--- src/rtl/mcu_debug_responder.sv ---
// mcu_debug_responder: debug command responder that halts the Otter pipe and performs reg/mem accesses.
// Define DBG_MEM_TIMEOUT_EN to abandon memory accesses that see no dm_ack within MEM_TIMEOUT cycles.
module mcu_debug_responder #(
  parameter int MEM_TIMEOUT  = 255,
  parameter int RESET_CYCLES = 4
) (
  input  logic        clk,
  input  logic        reset_n,
  input  logic        valid,
  input  logic        pause,
  input  logic        resume,
  input  logic        reset,
  input  logic        reg_rd,
  input  logic        reg_wr,
  input  logic        mem_rd,
  input  logic        mem_wr,
  input  logic [31:0] addr,
  input  logic [31:0] d_in,
  output logic        mcu_busy,
  output logic [31:0] d_rd,
  output logic        error,
  output logic        halted,
  output logic        stall_fetch,
  input  logic        pipe_empty,
  output logic        pipe_reset,
  output logic [4:0]  rf_addr,
  output logic [31:0] rf_wdata,
  output logic        rf_we,
  input  logic [31:0] rf_rdata,
  output logic [31:0] dm_addr,
  output logic [31:0] dm_wdata,
  output logic        dm_rd,
  output logic        dm_we,
  input  logic [31:0] dm_rdata,
  input  logic        dm_ack
);
  localparam int RW = $clog2(RESET_CYCLES + 1);
  typedef enum logic [2:0] {RUN, DRAIN, HALTED, REG_ACC, MEM_ACC, RST} state_t;
  if (RESET_CYCLES < 1 || MEM_TIMEOUT < 1) begin : g_bad_params
    $error("mcu_debug_responder: RESET_CYCLES and MEM_TIMEOUT must be >= 1");
  end
  state_t r_state, w_state;
  logic r_busy, w_busy, r_err, w_err, r_perr, w_perr;
  logic r_res, w_res, r_rd, w_rd, r_wr, w_wr;
  logic [31:0] r_drd, w_drd, r_addr, w_addr, r_din, w_din;
  logic [RW-1:0] r_rcnt, w_rcnt;
  logic [6:0] w_req;
  logic w_legal, w_accept;
`ifdef DBG_MEM_TIMEOUT_EN
  localparam int TW = MEM_TIMEOUT > 255 ? $clog2(MEM_TIMEOUT + 1) : 8;
  logic [TW-1:0] r_tcnt, w_tcnt;
`endif
  assign w_req = {pause, resume, reset, reg_rd, reg_wr, mem_rd, mem_wr};
  assign w_legal = $onehot(w_req);
  // a reset command is the only thing allowed to cut a drain short
  assign w_accept = valid && (!r_busy || (r_state == DRAIN && w_legal && reset));
  always_ff @(posedge clk) begin
    if (!reset_n) begin
      r_state <= RUN;
      r_busy  <= 1'b0;
      r_err   <= 1'b0;
      r_perr  <= 1'b0;
      r_res   <= 1'b0;
      r_rd    <= 1'b0;
      r_wr    <= 1'b0;
      r_drd   <= '0;
      r_addr  <= '0;
      r_din   <= '0;
      r_rcnt  <= '0;
`ifdef DBG_MEM_TIMEOUT_EN
      r_tcnt  <= '0;
`endif
    end else begin
      r_state <= w_state;
      r_busy  <= w_busy;
      r_err   <= w_err;
      r_perr  <= w_perr;
      r_res   <= w_res;
      r_rd    <= w_rd;
      r_wr    <= w_wr;
      r_drd   <= w_drd;
      r_addr  <= w_addr;
      r_din   <= w_din;
      r_rcnt  <= w_rcnt;
`ifdef DBG_MEM_TIMEOUT_EN
      r_tcnt  <= w_tcnt;
`endif
    end
  end
  always_comb begin
    w_state = r_state;
    w_busy  = r_busy;
    w_err   = r_err;
    w_perr  = r_perr;
    w_res   = r_res;
    w_rd    = r_rd;
    w_wr    = r_wr;
    w_drd   = r_drd;
    w_addr  = r_addr;
    w_din   = r_din;
    w_rcnt  = r_rcnt;
`ifdef DBG_MEM_TIMEOUT_EN
    w_tcnt  = r_tcnt;
`endif
    if (w_accept) begin
      w_busy = 1'b1;
      w_err  = 1'b0;
      w_perr = !w_legal;
      w_res  = resume;
      w_rd   = reg_rd | mem_rd;
      w_wr   = reg_wr | mem_wr;
      w_addr = addr;
      w_din  = d_in;
      w_rcnt = '0;
`ifdef DBG_MEM_TIMEOUT_EN
      w_tcnt = '0;
`endif
      if (!w_legal) w_state = r_state;
      else if (reset) w_state = RST;
      else if (r_state == RUN) begin
        w_state = pause ? DRAIN : RUN;
        w_perr  = !(pause || resume);
      end else if (reg_rd || reg_wr) begin
        w_perr  = |addr[31:5];
        w_state = w_perr ? HALTED : REG_ACC;
      end else if (mem_rd || mem_wr) begin
        w_perr  = |addr[1:0];
        w_state = w_perr ? HALTED : MEM_ACC;
      end
    end else if (r_busy) begin
      case (r_state)
        DRAIN: begin
          w_state = pipe_empty ? HALTED : DRAIN;
          w_busy  = !pipe_empty;
        end
        REG_ACC: begin
          w_state = HALTED;
          w_busy  = 1'b0;
          w_drd   = r_rd ? rf_rdata : r_drd;
        end
        MEM_ACC: begin
          if (dm_ack) begin
            w_state = HALTED;
            w_busy  = 1'b0;
            w_drd   = r_rd ? dm_rdata : r_drd;
          end
`ifdef DBG_MEM_TIMEOUT_EN
          else if (r_tcnt == TW'(MEM_TIMEOUT - 1)) begin
            w_state = HALTED;
            w_busy  = 1'b0;
            w_err   = 1'b1;
            w_drd   = '0;
          end else w_tcnt = r_tcnt + 1'b1;
`endif
        end
        RST: begin
          if (r_rcnt == RW'(RESET_CYCLES - 1)) begin
            w_state = RUN;
            w_busy  = 1'b0;
          end else w_rcnt = r_rcnt + 1'b1;
        end
        default: begin
          w_busy  = 1'b0;
          w_err   = r_perr;
          w_state = (r_state == HALTED && r_res && !r_perr) ? RUN : r_state;
        end
      endcase
    end
  end
  assign mcu_busy    = r_busy;
  assign d_rd        = r_drd;
  assign error       = r_err;
  assign halted      = r_state inside {HALTED, REG_ACC, MEM_ACC};
  assign stall_fetch = r_state inside {DRAIN, HALTED, REG_ACC, MEM_ACC};
  assign pipe_reset  = r_state == RST;
  assign rf_addr     = r_addr[4:0];
  assign rf_wdata    = r_din;
  assign rf_we       = r_state == REG_ACC && r_wr && |r_addr[4:0];
  assign dm_addr     = r_addr;
  assign dm_wdata    = r_din;
  assign dm_rd       = r_state == MEM_ACC && r_rd;
  assign dm_we       = r_state == MEM_ACC && r_wr;
endmodule

--- config.mk ---
export PLATFORM = sky130hd
export DESIGN_NAME = mcu_debug_responder
export DESIGN_NICKNAME = d
export VERILOG_FILES = /design/src/rtl/mcu_debug_responder.sv
export SDC_FILE = /design/constraint.sdc
export NUM_CORES = 1
export LEC_CHECK = 0
export ABC_AREA = 1
export CAP_MARGIN = 5
export CORE_MARGIN = 2
export CORE_UTILIZATION = 43
export CTS_CLUSTER_SIZE = 8
export DETAILED_ROUTE_END_ITERATION = 8
export PLACE_DENSITY = 0.87
export SKIP_LAST_GASP = 1
export SYNTH_ARGS = -nofsm -noshare
export SYNTH_HDL_FRONTEND = slang
export SYNTH_SLANG_ARGS = --single-unit
--- constraint.sdc ---
create_clock -name clk -period 6.2 [get_ports clk]
set_input_delay 1.24 -clock clk [delete_from_list [all_inputs] [get_ports clk]]
set_output_delay 1.24 -clock clk [all_outputs]
set_load 0.005 [all_outputs]
==> results of run 1 <==
## metrics by stage
| stage | total power [µW] | utilization (%) | std cells | hold WS (ns) |
|---|---|---|---|---|
| final | 1750 | 67.4 | 1097 | 0.479 |
| after global routing | 1840 | 67.4 | 1097 | 0.494 |
| after CTS | 1770 | 67.4 | 1097 | 0.484 |
| after detailed placement | 1220 | 65.0 | 1082 | 0.473 |
| after global placement | 1210 | 65.0 | 1082 | 0.461 |
| after floorplan | 995 | - | 724 | 0.465 |
## cell usage after synthesis (all sizes together)
master    n
nor3      4
buf      62
nand2   112
dfxtp   108
ha        2
xnor2     1
mux2i     1
clkbuf   10
fa        4
inv      76
nor2    196
nand3b    1
o21ai    73
a31oi     1
nand4     1
mux2     33
and2      1
nand3    11
a21oi    27
## routing by layer
layer	routed length (µm)	GRT usage (%)	up-vias
met5	0	0	-
met4	318	7.97	0
met3	763	4.92	22
met2	7600	39.8	148
met1	6430	27.7	2357
li1	-	-	2641
## critical path, cell delays in order
cell	delay, ns
sky130_fd_sc_hd__clkdlybuf4s50_1	0.49
sky130_fd_sc_hd__inv_1	0.11
sky130_fd_sc_hd__fa_1	0.56
sky130_fd_sc_hd__fa_1	0.43
sky130_fd_sc_hd__fa_1	0.37
sky130_fd_sc_hd__inv_1	0.07
sky130_fd_sc_hd__fa_1	0.41
sky130_fd_sc_hd__nor2_1	0.11
sky130_fd_sc_hd__nand2_1	0.10
sky130_fd_sc_hd__inv_1	0.09
sky130_fd_sc_hd__nand2_2	0.08
sky130_fd_sc_hd__nand2_1	0.07
sky130_fd_sc_hd__nand2_2	0.11
sky130_fd_sc_hd__nand3_4	0.51
sky130_fd_sc_hd__nand2_1	0.12
sky130_fd_sc_hd__nand2_1	0.10
sky130_fd_sc_hd__nor2_1	0.05
## worst min path at each step
stage / to / slack (ns) / startpoint
floorplan: r_rcnt[1] / 0.46 / r_rcnt[1]
detailed placement: dm_addr[13] / 0.47 / dm_addr[13]
global placement: dm_addr[30] / 0.46 / dm_addr[30]
global route: error / 0.49 / error
CTS: error / 0.48 / error
finish: error / 0.48 / error
## power by group through the flow
| stage | clock, µW | sequential, µW | combinational [µW] |
|---|---|---|---|
| 2_1_floorplan | 0 | 783 | 212 |
| 3_3_place_gp | 0 | 784 | 427 |
| 3_5_place_dp | 0 | 785 | 434 |
| 4_1_cts | 566 | 770 | 436 |
| 5_1_grt | 591 | 775 | 477 |
| 6_report | 550 | 770 | 432 |
## layout make-up
cell class,count,area (µm²),share of cell area [%]
inverters,76,285,3.54
clock inverters,3,21.3,0.264
multi-input cells,468,2310,28.7
well taps,147,184,2.28
clock buffers,12,267,3.30
repair buffers,283,2830,35.1
flip-flops and latches,108,2160,26.8
## registers in the layout, indices dropped and copies added (netlist names)
name,flops
r_perr,1
r_rcnt,3
mcu_busy,1
r_wr,1
r_res,1
r_rd,1
dm_wdata,32
dm_addr,32
error,1
d_rd,32
r_state,3
## kinds of logic after synthesis
kind of cell | Yosys count
flops | 108
compound gates | 101
fa+ha+maj | 6
mux | 34
buf+inv | 148
simple gates | 326
xor+xnor | 1
==> metrics.csv, run 1 <==
stage;metric;value;unit
clocking;cts-hold-fix-buffers;0;
job;max_cap_viols;0;
layout;nNetsFinal;1092;
pwr;p_int;1290;µW
logic_synthesis;synth_top_family_by_area;simple AND/OR/NAND/NOR gates;
sta;final_max_slew_viol_count;0;
clocking;clk_pin_slew_worst_paths;0.06;ns
logic_synthesis;synth-xor-area-share;0.167;%
logic_synthesis;synth.cell_area;5230;µm²
route;mean_number_of_vias_per_cell;4.71;
route;firstDrtPassIters;4;
pwr;power.ir.vdd_worst;0.166;mV
worst_setup_path;worst_setup_path_end_kind;register;
logic_synthesis;yosys.area_share.simple;24.8;%
sta;fin_tns_setup;0;ns
layout;fillCellCount;1029;
sta;fin_worst_skew;0.00493;ns
die;die_area;13100;µm²
logic_synthesis;area_contributors_post_synth;sky130_fd_sc_hd__dfxtp_1 41%, sky130_fd_sc_hd__nor2_1 14%, sky130_fd_sc_hd__nand2_1 7.7%;
clocking;cts_setup_buffers;0;
logic_synthesis;netlist.area_leader.share;41.3;%
placed_design;global_placer_s_final_weighted_congestion;0.881;
clocking;latest_clock_arrival_within_the_worst_skew_pair;0.35;ns
die;core_area;12000;µm²
sta;relSlewSlack;35.6;%
logic_synthesis;total_number_of_yosys_warnings;0;
logic_synthesis;ys_seq_area_share;41.3;%
worst_setup_path;cp_data_arrival_time;5.05;ns
pwr;clockPowerShare;31.4;%
worst_setup_path;worst-setup-path-type;primary input to register;
route;dr_total_vias;5168;
placed_design;place.port_buffers;280;
clocking;cts.repair.resized;0;
sta;tightest_slew;0.965;ns
layout;final_cell_mix;279 x sky130_fd_sc_hd__clkdlybuf4s50_1, 193 x sky130_fd_sc_hd__nor2_1, 108 x sky130_fd_sc_hd__nand2_1, 108 x sky130_fd_sc_hd__dfxtp_1, 75 x sky130_fd_sc_hd__inv_1;
worst_hold_path;hold_path_depth;2;
worst_setup_path;worst-r2r-setup-slack;3.81;ns
grt;grt_overflow;0;
grt;grt_max_degree;105;
logic_synthesis;syn_nets;870;
grt;grtUsageTotal;22.8;%
logic_synthesis;post_synthesis_area_per_instance;7.23;µm²
grt;grt_first_pass_wirelength;23500;µm
placed_design;hpwl;11400;µm
route;postRouteAntennaNets;0;
placed_design;place_worst_setup_slack;1.03;ns
pwr;pwr_density_cell;217;nW/µm²
logic_synthesis;post_synth_num_cell_types;31;
route;postRouteWirelength;15100;µm
clocking;cts_buffer_depth;2;
pwr;power.sequential.fraction;44.0;%
sta;finalHoldViolCount;0;
sta;setup_ws;1.39;ns
worst_setup_path;reg2regPathDepth;8;
grt;initial_antenna_violation_count;0;
run_status;outcome;finished clean;
route;detailedRoute.firstIterationViolations;305;
clocking;htreeDepth;3;
sta;highest_clock_frequency_the_design_can_meet;208;MHz
worst_setup_path;crit_required;6.43;ns
route;wire_per_inst;13.8;µm
pwr;leakage;0.00351;µW
route;route.detailed.drc;0;
worst_setup_path;worstSetupEndpoint;d_rd[9];
layout;drive_above_1_share;6.84;%
clocking;clock_sinks;108;
layout;final_area;8070;µm²
layout;syn2layout_area_growth;54.1;%
sta;rsz0062_at_grt;false;
worst_setup_path;critPathLaunch;reset;
layout;insertedDiodeCount;0;
placed_design;post_dp_cell_area;7780;µm²
worst_setup_path;crit_fanout;64;
die;floorplan.initialDensity;43.8;%
logic_synthesis;synth.largest_area_cell;sky130_fd_sc_hd__dfxtp_1;
layout;layout_commonest_cell;sky130_fd_sc_hd__clkdlybuf4s50_1;
clocking;tritoncts;yes;
worst_setup_path;rr_startpoint;r_state[0];
worst_setup_path;worstReg2RegEnd;d_rd[9];
sta;final_setup_viols;0;
worst_setup_path;crit_path_start_kind;primary input;
logic_synthesis;synth-compound-area-share;9.97;%
die;rows;40;
logic_synthesis;yosys_register_bits;108;
pwr;combinationalPowerShare;24.7;%
logic_synthesis;fraction_of_synthesized_area_in_multiplexers;7.29;%
worst_hold_path;timing.hold.worst.class;register to register;
clocking;cts_buffers;9;
clocking;clockRootBuffer;sky130_fd_sc_hd__clkbuf_16;
logic_synthesis;synthAdderAreaFrac;2.01;%
grt;grt_pass1_vias;4826;
pwr;net-switching-power;458;µW
die;die-width;114;µm
die;boundaryPins;281;
sta;fin_crit;4.81;ns
die;dieHeight;114;µm
logic_synthesis;post_synthesis_cell_count;724;
sta;final_min_period_over_clock_period;77.6;%
pwr;swShare;26.1;%
Note: power is estimated with default switching activity, not from simulation.
==> run 2, diff against run 1 <==
- CORE_UTILIZATION: 43 -> 36
- PLACE_DENSITY: 0.87 -> 0.78
- clock period: 6.2 -> 4.4 ns (I/O delays scaled with it)
==> run 2 against run 1 <==
  * Sequential share of layout area decreased by 0.52 points
  * Largest cell class unchanged
  * Non-clock buffer count up 14
  * Clock power rose by 31%
  * Utilization down 10 points
  * First-iteration DRC count down 38%
  * Worst setup slack lost 1.1 ns
  * Routed wire length increased by 1.8%
  * Largest power group unchanged
==> metrics.csv, run 2 (same netlist as run 1, synthesis figures left out) <==
stage;metric;value;unit
job;max_cap_viols;0;
route;wire_per_inst;13.4;µm
die;floorplan.initialDensity;36.4;%
placed_design;placedCellCount;1133;
worst_setup_path;crit_path_start_kind;primary input;
layout;layout_commonest_cell;sky130_fd_sc_hd__clkdlybuf4s50_1;
worst_setup_path;worst_path_max_delay_cell;sky130_fd_sc_hd__fa_1;
worst_setup_path;critical-path-top-cell-by-count;sky130_fd_sc_hd__nand2_1;
pwr;power.ir.vdd_worst;0.232;mV
route;dr_total_vias;5103;
sta;fin_worst_skew;0.00651;ns
worst_setup_path;reg2regPathDepth;8;
clocking;clockRootBuffer;sky130_fd_sc_hd__clkbuf_16;
layout;drive_above_1_share;7.90;%
worst_setup_path;critical-path-top-delay-family;adder cells;
sta;final_setup_viols;0;
placed_design;hpwl;11700;µm
pwr;leakage;0.00357;µW
route;mean_number_of_vias_per_cell;4.45;
layout;multiInputGateArea;2310;µm²
worst_setup_path;critPathBufInv;5;
die;die_area;15500;µm²
sta;final_min_period_over_clock_period;93.7;%
route;postRouteAntennaNets;0;
layout;seqCellArea;2160;µm²
clocking;cts_buffers;9;
worst_hold_path;timing.hold.worst.class;register to register;
run_status;outcome;finished clean;
worst_setup_path;rr_startpoint;r_state[0];
clocking;cts_setup_buffers;0;
clocking;cts.repair.resized;0;
placed_design;place.port_buffers;280;
worst_hold_path;timing.hold.worst.start;error;
sta;finalHoldWorstSlack;0.482;ns
die;core_area;14400;µm²
worst_setup_path;crit_required;4.69;ns
sta;rsz0062_at_grt;false;
die;rows;44;
layout;nNetsFinal;1106;
clocking;clk_pin_slew_worst_paths;0.07;ns
clocking;cts_buffer_depth;2;
worst_setup_path;worst-r2r-setup-slack;2.42;ns
clocking;cts-hold-fix-buffers;0;
die;boundaryPins;281;
clocking;latest_clock_arrival_within_the_worst_skew_pair;0.35;ns
sta;final_max_slew_viol_count;0;
pwr;pwr_density_cell;295;nW/µm²
worst_setup_path;worst-setup-path-type;primary input to register;
route;firstDrtPassIters;4;
route;detailedRoute.firstIterationViolations;188;
route;postRouteWirelength;15400;µm
layout;insertedDiodeCount;0;
layout;post_layout_nonfiller_instances;1146;
route;route.detailed.drc;0;
worst_setup_path;cp_data_arrival_time;4.41;ns
clocking;clock_sinks;108;
worst_setup_path;cpPeakStageDelay;0.56;ns
placed_design;place_worst_setup_slack;-0.0735;ns
clocking;htreeDepth;3;
grt;grt_max_degree;77;
grt;grtUsageTotal;19.2;%
worst_hold_path;hold_path_depth;2;
sta;setup_ws;0.278;ns
grt;grt_first_pass_wirelength;24200;µm
placed_design;global_placer_s_final_weighted_congestion;0.813;
die;dieHeight;125;µm
worst_setup_path;worst_setup_path_end_kind;register;
sta;finalHoldViolCount;0;
sta;tightest_slew;1.13;ns
sta;fin_crit;4.12;ns
clocking;tritoncts;yes;
worst_hold_path;min_delay_endpoint;error;
grt;grt_overflow;0;
die;die-width;125;µm
grt;grt_pass1_vias;4787;
sta;highest_clock_frequency_the_design_can_meet;243;MHz
worst_setup_path;worstReg2RegEnd;d_rd[11];
layout;final_cell_mix;279 x sky130_fd_sc_hd__clkdlybuf4s50_1, 193 x sky130_fd_sc_hd__nor2_1, 108 x sky130_fd_sc_hd__nand2_1, 108 x sky130_fd_sc_hd__dfxtp_1, 75 x sky130_fd_sc_hd__inv_1;
worst_setup_path;crit_path_cell_trace;clkdlybuf4s50_1 -> inv_1 -> fa_1 -> fa_1 -> fa_1 -> inv_1 -> fa_1 -> nor2_1 -> nand2_1 -> inv_1 -> nand2_2 -> nand2_1 -> nand2_2 -> buf_4 -> nand2_1 -> nand2_2 -> nand2_1 -> nand2_1 -> nor2_1;
sta;relSlewSlack;24.7;%
layout;syn2layout_area_growth;57.2;%
worst_setup_path;crit_fanout;11;
layout;fillCellCount;1314;
grt;initial_antenna_violation_count;0;
[run 2: cell count changes in the layout (fill, tap and decap cells not counted), sizes merged]
cell    previous run  this run
clkbuf            12        10
buf                4        18
[run 2: where the power goes]
| group | internal, µW | switching, µW |
|---|---|---|
| Clock | 373 | 347 |
| Sequential | 1040 | 46.0 |
| Combinational | 374 | 252 |
[run 2: cell type report]
| class | instances | area share (%) |
|---|---|---|
| timing repair buffer | 297 | 36.3 |
| multi-input combinational | 468 | 28.1 |
| sequential | 108 | 26.3 |
| inverter | 76 | 3.47 |
| tap | 184 | 2.80 |
| clock buffer | 10 | 2.78 |
| clock inverter | 3 | 0.213 |
[run 2: worst register-to-register path, stage by stage (launching register included)]
cell and delay, ns:
sky130_fd_sc_hd__dfxtp_1 0.41, sky130_fd_sc_hd__nor2_2 0.10, sky130_fd_sc_hd__nand2_4 0.39, sky130_fd_sc_hd__nor2_1 0.13
sky130_fd_sc_hd__nor3_2 0.25, sky130_fd_sc_hd__nand3_4 0.15, sky130_fd_sc_hd__buf_4 0.19, sky130_fd_sc_hd__nor2_1 0.17
sky130_fd_sc_hd__nor2_1 0.07
[run 2: how the worst max path moves through the flow]
stage / slack [ns] / endpoint / depth (start not counted) / start
finish: 0.28 / r_state[0] / 19 / reset
floorplan: 0.63 / dm_wdata[10] / 16 / reset
detailed placement: -0.07 / r_state[0] / 19 / reset
CTS: 0.29 / r_state[0] / 19 / reset
global route: 0.03 / r_state[1] / 19 / reset
global placement: 0.05 / r_state[0] / 19 / reset
[run 2: per-stage QoR]
step                      utilization (%)  setup TNS [ns]  total power [µW]  instance area, µm²
after floorplan                         -               0              1400                5230
after global placement               55.5               0              1730                7980
after detailed placement             55.5          -0.302              1730                7980
after CTS                            57.2               0              2460                8230
after global routing                 57.2               0              2560                8230
final                                57.2               0              2430                8230
[run 2: per-layer routing]
metal / global-route usage (%) / share of wire (%)
met1: 24.1 / 45
met2: 32.3 / 48
met3: 4.38 / 4.8
met4: 6.81 / 2.3
met5: 0 / 0
==> run 3, diff against run 2 <==
- TNS_END_PERCENT: default -> 1
==> results of run 3 <==
Same layout as run 2: the final DEF is identical, and so are final timing and power.
